[config.mk]
export PLATFORM = sky130hd
export DESIGN_NAME = alu_share_arbiter
export DESIGN_NICKNAME = d
export VERILOG_FILES = /design/src/rtl/alu_share_arbiter.sv
export SDC_FILE = /design/constraint.sdc
export NUM_CORES = 1
export LEC_CHECK = 0
export CAP_MARGIN = 20
export CORE_MARGIN = 2
export CORE_UTILIZATION = 39
export CTS_BUF_LIST = sky130_fd_sc_hd__clkbuf_16
export DETAILED_ROUTE_END_ITERATION = 6
export GPL_TIMING_DRIVEN = 0
export PLACE_DENSITY = 0.8
export SETUP_SLACK_MARGIN = 0.05
export SLEW_MARGIN = 20
export SYNTH_ARGS = -nofsm -noshare
export SYNTH_HDL_FRONTEND = slang
export SYNTH_SLANG_ARGS = --single-unit
[constraint.sdc]
create_clock -name clk -period 2.1 [get_ports clk]
set_input_delay 0.63 -clock clk [delete_from_list [all_inputs] [get_ports clk]]
set_output_delay 0.63 -clock clk [all_outputs]
set_load 0.02 [all_outputs]
[src/rtl/alu_share_arbiter.sv]
// Round-robin sharing of one external combinational ALU between two requesters.
// One operation in flight: accept in IDLE, let the ALU settle in EXEC, hold the result in RESP.
module alu_share_arbiter #(
  parameter int WIDTH = 16,
  parameter int OP_W  = 3
) (
  input  logic             clk,
  input  logic             rst,
  input  logic             req0_valid,
  input  logic [OP_W-1:0]  req0_op,
  input  logic [WIDTH-1:0] req0_a,
  input  logic [WIDTH-1:0] req0_b,
  output logic             req0_ready,
  input  logic             req1_valid,
  input  logic [OP_W-1:0]  req1_op,
  input  logic [WIDTH-1:0] req1_a,
  input  logic [WIDTH-1:0] req1_b,
  output logic             req1_ready,
  output logic [OP_W-1:0]  alu_op,
  output logic [WIDTH-1:0] alu_a,
  output logic [WIDTH-1:0] alu_b,
  input  logic [WIDTH-1:0] alu_out,
  input  logic             alu_z,
  input  logic             alu_v,
  input  logic             alu_n,
  output logic             resp_valid,
  input  logic             resp_ready,
  output logic             resp_id,
  output logic [WIDTH-1:0] resp_data,
  output logic             resp_z,
  output logic             resp_v,
  output logic             resp_n
);

  typedef enum logic [1:0] {IDLE, EXEC, RESP} state_t;

  state_t state_q;
  logic   last_q;
  logic   id_q;
  logic   gnt_any;
  logic   gnt_id;

  // Grant only exists in IDLE; on a tie the requester that did not win last time goes.
  always_comb begin
    gnt_any = 1'b0;
    gnt_id  = 1'b0;
    if (state_q == IDLE) begin
      if (req0_valid && req1_valid) begin
        gnt_any = 1'b1;
        gnt_id  = ~last_q;
      end else if (req0_valid) begin
        gnt_any = 1'b1;
        gnt_id  = 1'b0;
      end else if (req1_valid) begin
        gnt_any = 1'b1;
        gnt_id  = 1'b1;
      end
    end
  end

  assign req0_ready = gnt_any && !gnt_id;
  assign req1_ready = gnt_any &&  gnt_id;

  always_ff @(posedge clk) begin
    if (rst) begin
      state_q    <= IDLE;
      last_q     <= 1'b1;
      id_q       <= 1'b0;
      alu_op     <= '0;
      alu_a      <= '0;
      alu_b      <= '0;
      resp_valid <= 1'b0;
      resp_id    <= 1'b0;
      resp_data  <= '0;
      resp_z     <= 1'b0;
      resp_v     <= 1'b0;
      resp_n     <= 1'b0;
    end else begin
      case (state_q)
        IDLE: begin
          if (gnt_any) begin
            alu_op  <= gnt_id ? req1_op : req0_op;
            alu_a   <= gnt_id ? req1_a  : req0_a;
            alu_b   <= gnt_id ? req1_b  : req0_b;
            id_q    <= gnt_id;
            last_q  <= gnt_id;
            state_q <= EXEC;
          end
        end
        EXEC: begin
          resp_data  <= alu_out;
          resp_z     <= alu_z;
          resp_v     <= alu_v;
          resp_n     <= alu_n;
          resp_id    <= id_q;
          resp_valid <= 1'b1;
          state_q    <= RESP;
        end
        RESP: begin
          if (resp_ready) begin
            resp_valid <= 1'b0;
            state_q    <= IDLE;
          end
        end
        default: state_q <= IDLE;
      endcase
    end
  end

endmodule

==> metrics <==
first-pass GRT wire length 13,900 um; die height 89.4 um; pre-CTS setup slack -0.889 ns; Routed WL 9190 um; DR vias 3,151; fmax 496 MHz; Core Box Area 7140 um2; Post-synth EDFFs 0; clock-pin transition on the worst setup and hold timing paths 0.05 ns; Setup Viol. Count Final 0; DR WL/cell 15.6 um; RSZ-0062 raised after global routing false; final setup margin 0.0842 ns; Worst Skew 0.00478 ns; Fillers 584; status completed; Net Count, Synth 415; Max-Cap Viols 0; CP Data Arrival Time 1.39 ns; Clk pwr share 39.4%; clock buffer count from CTS 9; Synth area leaders dfxtp_1 42%, a311oi_2 16%, a21oi_1 9.9%, nand4_1 7.7%, nand2_1 5.5%; post-route clock period utilization 96.0%; Worst setup SP type input pin; Root Driver clkbuf_16; Row Count 31; minimum clock period 2.02 ns; H-tree Lvls 3; port buffer count 149; Reg area 1200 um2; Mapped Cells 321; pin count of the biggest net entering global routing 11; async set or reset register ratio after synthesis 0%; clk buf depth 2; Slew Viols, Final 0; Sequential Power Share 32.4%; footprint of the multi-input gates 1450 um2; Cell variety after synth 23; Die X 89.4 um; Worst EP required 1.47 ns; Finished Layout Cells 589; Post-Syn Area 2840 um2; antenna-violating nets left 0; initial antenna violation count 0; GRT Total Usage 22.5%; Die Area 7980 um2; area leader, netlist dfxtp_1; P&R area growth vs syn 70.3%; static leakage 1.67 nW; layout cells sized above 1 15.1%; CP Max Fanout 3; clock sinks 60; CTS tree done; flops & latches, synth 60; Internal 2.97 mW; final hold viol count 0; vias in the first global route 3,002; switching power total 1.15 mW; sequential area share after synthesis 42.3%; RePlAce Congestion 0.796; DR vias/cell 5.35; GRT overflow 0; HPWL Detailed 6760 um; worst min path class reg -> reg; Sw Ratio 28.0%; combinational power share 28.2%; Pre-Repair DR Iteration Count 4; starting density of the core 39.8%; I/O pins 152; 1st-iter DRT viols 93; clock latency on the worst-skew pair 0.32 ns; syn_area_per_cell 8.85 um2; worst slew pin tran 0.686 ns; share of the synthesized area in the top cell type 42.3%; pwr/cell area 852 nW/um2; DR DRC count 0; Worst VDD drop 0.418 mV; Final #Nets 579; yosys warns 0; Synth Flop Type dfxtp_1; # diodes 0; slew margin rel. 54.3%; CP Capture Type primary output; dpl cells 569; type of the worst setup path in -> out
layout make-up:
type	instances	area share [%]
buffer	39	4.27
clock buffer	9	4.65
clock inverter	7	2.20
inverter	2	0.155
multi-input combinational	220	30.0
sequential	60	24.9
tap	99	2.56
timing repair buffer	153	31.3
layer usage:
layer	GRT usage, %	routed length [um]
met5	0	0
met4	5.56	60
met3	6.46	639
met2	38.7	4590
met1	27.6	3900
synth_stat cells (5+ instances only):
| cell | number |
|---|---|
| a311oi_1 | 5 |
| nand4_1 | 35 |
| a21oi_1 | 56 |
| nand2_1 | 42 |
| o21ai_0 | 15 |
| buf_6 | 5 |
| nor2_1 | 6 |
| buf_2 | 13 |
| dfxtp_1 | 60 |
| clkbuf_1 | 20 |
| a311oi_2 | 30 |
| o21ai_1 | 21 |
cells in the final DEF (no fill, tap or decap), drive strengths merged:
master | synthesis | layout
a211o | 2 | 2
a211oi | 1 | 1
a21boi | 1 | 1
a21oi | 56 | 56
a311oi | 35 | 35
and2 | 1 | 1
buf | 19 | 26
bufinv | 0 | 3
clkbuf | 20 | 29
clkdlybuf4s50 | 0 | 146
clkinv | 0 | 3
dfxtp | 60 | 60
inv | 2 | 3
nand2 | 42 | 42
nand2b | 1 | 1
nand4 | 35 | 35
nor2 | 7 | 7
nor2b | 1 | 1
o21ai | 36 | 36
o21ba | 1 | 1
or2 | 1 | 1
kinds of logic after synthesis:
family / count (synthesis) / share of synthesized area, %
buf+inv: 41 / 7.31
simple gates: 88 / 15.3
compound gates: 132 / 35.1
flops: 60 / 42.3
sequential cells by signal, indices dropped and copies added (netlist names), 2 cells and up:
name and count:
state_q 2, alu_b 16, alu_a 16, resp_data 16, alu_op 3
power by group through the flow:
stage / sequential [mW] / clock, mW / combinational (mW)
detailed placement: 1.35 / 0 / 1.15
global route: 1.35 / 1.72 / 1.24
finish: 1.34 / 1.62 / 1.16
floorplan: 1.48 / 0 / 0.490
global placement: 1.35 / 0 / 1.13
CTS: 1.33 / 1.65 / 1.16
through the flow:
step / hold WS, ns / total power, mW / cell area, um2 / TNS, ns / util [%]
finish: 0.453 / 4.12 / 4840 / 0 / 67.8
global route: 0.466 / 4.31 / 4840 / 0 / 67.8
CTS: 0.453 / 4.14 / 4830 / 0 / 67.7
detailed placement: 0.441 / 2.50 / 4460 / -6.45 / 62.6
global placement: 0.441 / 2.48 / 4460 / -5.31 / 62.6
floorplan: 0.428 / 1.97 / 2850 / 0 / -
worst max-delay path: stages:
cell and delay [ns]:
buf_6 0.10, a211o_4 0.33, nor2_4 0.12, nor2_1 0.06
buf_4 0.15
path summary, 6_finish.rpt:
| kind | start | endpoint | slack [ns] | cells past startpoint |
|---|---|---|---|---|
| max reg2reg | state_q[1] | alu_a[10] | 0.48 | 5 |
| min reg2reg | id_q | resp_id | 0.45 | 2 |
| max | req0_valid | req0_ready | 0.08 | 5 |
| min | id_q | resp_id | 0.45 | 2 |
timing repair:
action,4_1_cts,5_1_grt
pin swaps,3,3
gates resized for setup,19,1
endpoints found under the hold margin,0,0
endpoints found under the setup margin,2,2
setup buffers,3,1
hold buffers,0,0
No activity file was read; power rests on OpenSTA's default activity.
==> variant, RTL diff (config.mk and constraints unchanged) <==
`WIDTH`: 16 -> 24.
--- a/src/rtl/alu_share_arbiter.sv
+++ b/src/rtl/alu_share_arbiter.sv
@@ -2,5 +2,5 @@
 // One operation in flight: accept in IDLE, let the ALU settle in EXEC, hold the result in RESP.
 module alu_share_arbiter #(
-  parameter int WIDTH = 16,
+  parameter int WIDTH = 24,
   parameter int OP_W  = 3
 ) (
Ports: changed (8 resized); port bits go from 152 to 216. The function was not compared with the original's and may differ.
==> variant against the original RTL <==
  * Critical path depth unchanged
  * Routed wire length up 52%
  * Power up 27%
  * Worst setup slack worse by 0.0034 ns
  * Largest power group is now sequential cells
  * Final area up 39%
  * Sequential cell count up 24
  * Largest cell class unchanged
  * Synthesized area up 42%
  * Sequential share of layout area up 0.24 points
  * First-iteration DRC count up 150%
==> variant: results (changes against the original RTL) <==
| Metric | Value |
|---|---|
| Hold path endpoint | resp_data[1]$_SDFFE_PP0P_ |
| Synthesized net count | 587 (+41%) |
| Status | finished clean |
| Post-CTS Resized | 21 (+2) |
| HPWL after detailed placement | 10300 um (+52%) |
| Met1 Use GR | 29.82% (+2.3 points) |
| R2r setup slk | 0.41 ns (-0.07 ns) |
| Hold Crit Start | resp_data[1]$_SDFFE_PP0P_ |
| Pleak | 2.249 nW (+35%) |
| Via count | 4565 (+45%) |
| Routability cong. | 0.8734 (+9.7%) |
| Total Nets Final | 815 (+41%) |
| Layout cell share with drive strength beyond 1 | 13.70% (-1.4 points) |
| Top Family by Delay on Critical Path | compound AO/OA/AOI/OAI gates |
| Final Routed Wirelength | 13990 um (+52%) |
| Drt initial violations | 228 (+150%) |
| Synthesized area per cell | 8.894 sq um (+0.47%) |
| IR drop worst, VDD | 0.4885 mV (+17%) |
| Largest cells by area after synthesis | dfxtp_1 42%, a311oi_2 19%, a21oi_1 9.9% |
| Drt pass-1 iters | 5 (+1) |
| Reg2Reg Capture Point | alu_a[5]$_SDFFE_PP0P_ |
| Post-CTS Setup Bufs | 4 (+1) |
| First-pass GRT wire length | 22000 um (+59%) |
| Buffers on Ports | 213 (+43%) |
| FF-to-FF Start | state_q[0]$_SDFFE_PP0P_ |
| Pre-CTS WS | -0.9093 ns (-0.02002 ns) |
| Top Registers | alu_a x24, alu_b x24, resp_data x24 |
| GR Layer Usage met3 | 4.700% (-1.8 points) |
| Largest net degree at the start of global routing | 15 (+4) |
| Post-DP Area | 6339 sq um (+42%) |
| Layout Skew | 0.005832 ns (+0.001049 ns) |
| Most frequent cells after synthesis | 84 x dfxtp_1, 80 x a21oi_1, 58 x nand2_1 |
| Worst Tran Pin Value | 0.7204 ns (+0.03418 ns) |
| Root buffer cell | clkbuf_16 |
| Number of cells after detailed placement | 802 (+41%) |
| Vias in the first global route | 4516 (+50%) |
| Met2 wire length | 6986 um (+52%) |
variant: kinds of logic (layout without fill, tap and decap cells):
| group | Yosys count | count (layout) |
|---|---|---|
| flip-flops | 84 | 84 |
| AO/OA/AOI/OAI | 188 | 188 |
| buffers and inverters | 61 | 294 |
| AND/OR/NAND/NOR | 120 | 120 |
variant: layout make-up:
class	count	area (sq um)
timing repair buffer	217	2160
clock buffer	9	225.2
clock inverter	7	91.34
inverter	2	8.758
multi-input combinational	308	2079
sequential	84	1684
fill	857	3472
tap	136	170.2
buffer	59	294.0
variant: worst max path at each step:
stage,from,end,slack [ns]
CTS,req0_valid,req0_ready,0.06
global placement,req0_valid,req1_ready,-0.89
finish,req0_valid,req0_ready,0.08
global route,req0_valid,req0_ready,0.05
floorplan,req0_valid,req0_ready,0.13
detailed placement,req0_valid,req1_ready,-0.91
variant: where the power goes:
part	internal (mW)	switching, mW	leakage (nW)
combinational	0.804	0.875	1.40
sequential	1.77	0.109	0.695
clock	1.04	0.631	0.155
total	3.61	1.62	2.25
